===== config.mk =====
export PLATFORM = sky130hd
export DESIGN_NAME = fifo_uart_tx
export DESIGN_NICKNAME = d
export VERILOG_FILES = /design/src/rtl/fifo_uart_tx.sv
export SDC_FILE = /design/constraint.sdc
export NUM_CORES = 1
export LEC_CHECK = 0
export BUFFER_PORTS_ARGS = -buffer_cell sky130_fd_sc_hd__buf_2
export CORE_MARGIN = 5
export CORE_UTILIZATION = 35
export CTS_BUF_LIST = sky130_fd_sc_hd__clkbuf_8
export CTS_CLUSTER_SIZE = 24
export DETAILED_ROUTE_END_ITERATION = 6
export PLACE_DENSITY_LB_ADDON = 0.08
export SYNTH_ARGS = -nofsm -noshare
export SYNTH_HDL_FRONTEND = slang
export SYNTH_SLANG_ARGS = --single-unit

===== constraint.sdc =====
create_clock -name clk -period 1.9 [get_ports clk]
set_clock_uncertainty 0.05 [all_clocks]
set_input_delay 0.095 -clock clk [delete_from_list [all_inputs] [get_ports clk]]
set_output_delay 0.095 -clock clk [all_outputs]
set_load 0.005 [all_outputs]

===== src/rtl/fifo_uart_tx.sv =====
// UART transmitter that drains a first-word-fall-through FIFO and serialises
// each word as start, DATAW data bits LSB first, and one stop bit.
module fifo_uart_tx #(
  parameter int DATAW        = 8,
  parameter int CLKS_PER_BIT = 434
) (
  input  logic             clk,
  input  logic             rst_n,
  input  logic [DATAW-1:0] i_rd_data,
  input  logic             i_rd_empty,
  output logic             o_rd_en,
  output logic             o_tx,
  output logic             o_busy
);

  localparam int CW = (CLKS_PER_BIT > 1) ? $clog2(CLKS_PER_BIT) : 1;
  localparam int BW = $clog2(DATAW + 1);
  localparam logic [CW-1:0] CYC_LAST = CW'(CLKS_PER_BIT - 1);
  localparam logic [CW-1:0] CYC_ONE  = CW'(1);
  localparam logic [BW-1:0] BIT_LAST = BW'(DATAW - 1);
  localparam logic [BW-1:0] BIT_ONE  = BW'(1);

  typedef enum logic [1:0] {
    ST_IDLE  = 2'd0,
    ST_START = 2'd1,
    ST_DATA  = 2'd2,
    ST_STOP  = 2'd3
  } state_t;

  state_t           state_r, state_s;
  logic [CW-1:0]    cyc_cnt_r, cyc_cnt_s;
  logic [BW-1:0]    bit_cnt_r, bit_cnt_s;
  logic [DATAW-1:0] shift_r, shift_s;
  logic             tx_r, tx_s;
  logic             busy_r, busy_s;
  logic             load_s;
  logic             bit_last_s;

  assign bit_last_s = (cyc_cnt_r == CYC_LAST);
  assign o_rd_en    = load_s;
  assign o_tx       = tx_r;
  assign o_busy     = busy_r;

  // State, counters, shift register and registered line outputs.
  always_ff @(posedge clk or negedge rst_n) begin
    if (!rst_n) begin
      state_r   <= ST_IDLE;
      cyc_cnt_r <= '0;
      bit_cnt_r <= '0;
      shift_r   <= '0;
      tx_r      <= 1'b1;
      busy_r    <= 1'b0;
    end else begin
      state_r   <= state_s;
      cyc_cnt_r <= cyc_cnt_s;
      bit_cnt_r <= bit_cnt_s;
      shift_r   <= shift_s;
      tx_r      <= tx_s;
      busy_r    <= busy_s;
    end
  end

  // Next-state, counter and pop-strobe logic; line level is derived from the next state.
  always_comb begin
    state_s   = state_r;
    cyc_cnt_s = cyc_cnt_r;
    bit_cnt_s = bit_cnt_r;
    shift_s   = shift_r;
    load_s    = 1'b0;
    tx_s      = 1'b1;
    busy_s    = 1'b0;

    case (state_r)
      ST_IDLE: begin
        cyc_cnt_s = '0;
        if (!i_rd_empty) begin
          load_s = 1'b1;
        end else begin
          load_s = 1'b0;
        end
      end
      ST_START: begin
        if (bit_last_s) begin
          state_s   = ST_DATA;
          cyc_cnt_s = '0;
        end else begin
          cyc_cnt_s = cyc_cnt_r + CYC_ONE;
        end
      end
      ST_DATA: begin
        if (bit_last_s) begin
          cyc_cnt_s = '0;
          shift_s   = {1'b0, shift_r[DATAW-1:1]};
          bit_cnt_s = bit_cnt_r + BIT_ONE;
          if (bit_cnt_r == BIT_LAST) begin
            state_s = ST_STOP;
          end else begin
            state_s = ST_DATA;
          end
        end else begin
          cyc_cnt_s = cyc_cnt_r + CYC_ONE;
        end
      end
      ST_STOP: begin
        if (bit_last_s) begin
          cyc_cnt_s = '0;
          if (!i_rd_empty) begin
            load_s = 1'b1;
          end else begin
            state_s = ST_IDLE;
          end
        end else begin
          cyc_cnt_s = cyc_cnt_r + CYC_ONE;
        end
      end
      default: begin
        state_s   = ST_IDLE;
        cyc_cnt_s = '0;
      end
    endcase

    // A pop at the end of STOP chains straight into the next START with no gap.
    if (load_s) begin
      state_s   = ST_START;
      shift_s   = i_rd_data;
      cyc_cnt_s = '0;
      bit_cnt_s = '0;
    end else begin
      shift_s   = shift_s;
    end

    case (state_s)
      ST_START: tx_s = 1'b0;
      ST_DATA:  tx_s = shift_s[0];
      ST_STOP:  tx_s = 1'b1;
      default:  tx_s = 1'b1;
    endcase

    if (state_s != ST_IDLE) begin
      busy_s = 1'b1;
    end else begin
      busy_s = 1'b0;
    end
  end

endmodule


==> results.py <==
metrics = {
    "setup_path": {
        "crit_path_start_kind": "flip-flop",
        "crit_path_max_incr_delay_ns": 0.56,
        "critPathBufInv": 0,
        "reg2reg_slack_ns": -0.12,
        "worstPathCellList": "or4b_4, nor4b_4, o32a_2, or4b_4, o31ai_2",
        "slowest_stage": "or4b_4",
        "crit_cells": 5,
        "path_class": "reg -> reg",
        "critPathTopFamily": "simple AND/OR/NAND/NOR gates",
        "cp-end-kind": "flip-flop",
        "crit_top_cell": "or4b_4",
        "rr_worst_depth": 5,
        "crit_fanout": 2,
        "cp.arrival_ns": 2.15,
        "critPathRequiredTime_ns": 2.03,
    },
    "clocking": {
        "cts.sinks": 25,
        "cts_tree": "yes",
        "root_buffer": "clkbuf_8",
        "clockBufferDepth": 2,
        "path_clk_slew_ns": 0.09,
        "cts_made_buffers": 3,
        "htreeDepth": 1,
        "clk_latency_ns": 0.26,
    },
    "floorplan": {
        "dieWidth_um": 70.8,
        "num_io_pins": 14,
        "die_y_um": 70.8,
        "start_util": 0.356,
        "die_area_mm2": 0.00501,
        "core_region_area_mm2": 0.00363,
        "rows": 22,
    },
    "cells_and_area": {
        "mostFrequentLayoutCell": "dfrtp_1",
        "layout.nets": 193,
        "final_core_util": 0.523,
        "area_growth_pct": 46.8,
        "antenna_cells": 0,
        "final_cell_area_mm2": 0.00190,
        "layout_common_cells": "24 x dfrtp_1, 17 x nor2_1, 17 x buf_4, 12 x buf_2, 9 x nand2_1",
        "drive_gt1_frac": 0.358,
    },
    "drt": {
        "wl_met2_um": 1370,
        "routed_wl_um": 2750,
        "highest_layer": "met4",
        "drt-vias-per-instance": 4.71,
        "met1Wirelength_um": 1280,
        "wl_per_cell_um": 12.4,
        "firstDrtPassIters": 4,
        "first_iter_violations": 11,
        "num_vias": 1042,
        "met3WireLength_um": 77,
        "postRouteAntennaNets": 0,
        "drc": 0,
    },
    "sta": {
        "worst_slack_ns": -0.120,
        "grt_setup_unrepaired": "yes",
        "post-route-min-period_ns": 2.02,
        "slew_headroom": 0.603,
        "hold_viol": 0,
        "setup_viol": 3,
        "drv_slew": 0,
        "post-route-period-util": 1.06,
        "worst_pin_slew_ns": 0.596,
        "fmax_mhz": 495,
    },
    "yosys": {
        "syn-cell-area_mm2": 0.00129,
        "yosysWarnings": 0,
        "synth-seq-cells": 25,
        "avgSynthCellArea_um2": 10.4,
        "synth_cells": 124,
        "ys_types": 31,
        "yosysSeqAreaShare": 0.485,
        "synth.net_count": 143,
    },
    "power": {
        "p_per_area_mw_per_mm2": 1020,
        "p_leak_uw": 0.000907,
        "peakVddDrop_v": 0.000506,
    },
    "outcome": {
        "status": "finished, violations left",
        "violations": "negative setup slack",
    },
    "worst_hold_path": {
        "hold_class": "in -> reg",
        "hold_depth": 2,
    },
    "global_routing": {
        "grt_max_degree": 26,
        "track_usage": 0.108,
        "grt_pass1_vias": 1029,
        "overflow": 0,
        "grt_pass1_wl_um": 4440,
        "antenna_found_initial": 0,
    },
    "placement": {
        "hpwl_um": 1910,
        "place.gp.congestion": 0.741,
        "io_buffers": 13,
        "place_area_mm2": 0.00155,
    },
    "job": {
        "drv_cap": 0,
    },
}
## cell usage after synthesis
cell	count	share of area
a211oi_1	1	0.0058
a21o_1	1	0.0058
a21oi_1	3	0.012
a31oi_1	1	0.0048
and3_2	1	0.0058
and4_1	1	0.0068
buf_2	1	0.0039
clkbuf_1	2	0.0058
dfrtp_1	24	0.46
dfstp_2	1	0.020
ha_1	8	0.077
inv_1	3	0.0087
mux2_2	2	0.017
mux2i_1	7	0.054
nand2_1	13	0.038
nand3_1	5	0.019
nand4_1	2	0.0097
nand4b_1	1	0.0068
nor2_1	17	0.049
nor3_1	2	0.0077
nor3_2	1	0.0077
nor4b_1	1	0.0068
nor4b_4	1	0.018
o21ai_0	9	0.035
o22ai_1	1	0.0048
o31ai_1	1	0.0058
o32a_2	1	0.0087
or3_1	3	0.015
or4b_4	2	0.021
xnor2_1	3	0.020
xor2_1	5	0.034
## power breakdown
part	total (uW)	internal (uW)	switching (uW)	leakage, uW
registers	739	679	60.6	0.000326
clock network	306	144	161	0.0000269
logic	887	495	392	0.000553
## metrics by stage
| step | hold slack [ns] | TNS, ns | power [uW] | std cells | setup slack (ns) |
|---|---|---|---|---|---|
| global route | 0.0146 | -0.948 | 2070 | 221 | -0.219 |
| CTS | 0.0204 | -0.308 | 1740 | 213 | -0.134 |
| floorplan | -0.251 | -0.213 | 1110 | 124 | -0.119 |
| detailed placement | 0.0781 | -0.426 | 1380 | 201 | -0.122 |
| global placement | 0.0796 | -0.344 | 1370 | 201 | -0.104 |
| finish | 0.0292 | -0.236 | 1930 | 221 | -0.120 |
## final cells by class
| class | instances | area (um2) |
|---|---|---|
| Timing Repair Buffer | 48 | 437 |
| Sequential cell | 25 | 627 |
| Tap cell | 48 | 60.1 |
| Inverter | 3 | 11.3 |
| Multi-Input combinational cell | 93 | 719 |
| Clock buffer | 3 | 41.3 |
| Clock inverter | 1 | 3.75 |
| Fill cell | 344 | 1730 |
## final timing paths
path / startpoint / to
min: i_rd_data[0] / shift_r[0]
min reg2reg: shift_r[7] / shift_r[7]
max: cyc_cnt_r[6] / o_tx
max reg2reg: cyc_cnt_r[6] / o_tx
max in group asynchronous: rst_n / shift_r[2]
min in group asynchronous: rst_n / cyc_cnt_r[4]
## timing repair
action,in CTS,in global routing
endpoints found under the hold margin,31,0
endpoints found under the setup margin,13,16
setup buffers,0,5
gates cloned,0,3
hold buffers,8,0
pin swaps,1,8
gates resized for setup,7,23
## cells by family after synthesis
family          Yosys count  share of synthesized area
flops                    25                      0.485
buf+inv                   6                     0.0184
mux                       9                     0.0716
compound gates           18                     0.0822
simple gates             50                      0.212
xor+xnor                  8                     0.0542
fa+ha+maj                 8                     0.0774
## registers in the layout (all words and copies together) (netlist names)
signal,count
state_r,2
o_tx,1
cyc_cnt_r,9
bit_cnt_r,4
shift_r,8
o_busy,1
## routing by layer
metal  global-route usage  vias to the layer above
li1                     -                      531
met5                    0                        -
met1                0.135                      498
met3               0.0227                        2
met4               0.0376                        0
met2                0.184                       11
No activity file was read; power rests on OpenSTA's default activity.
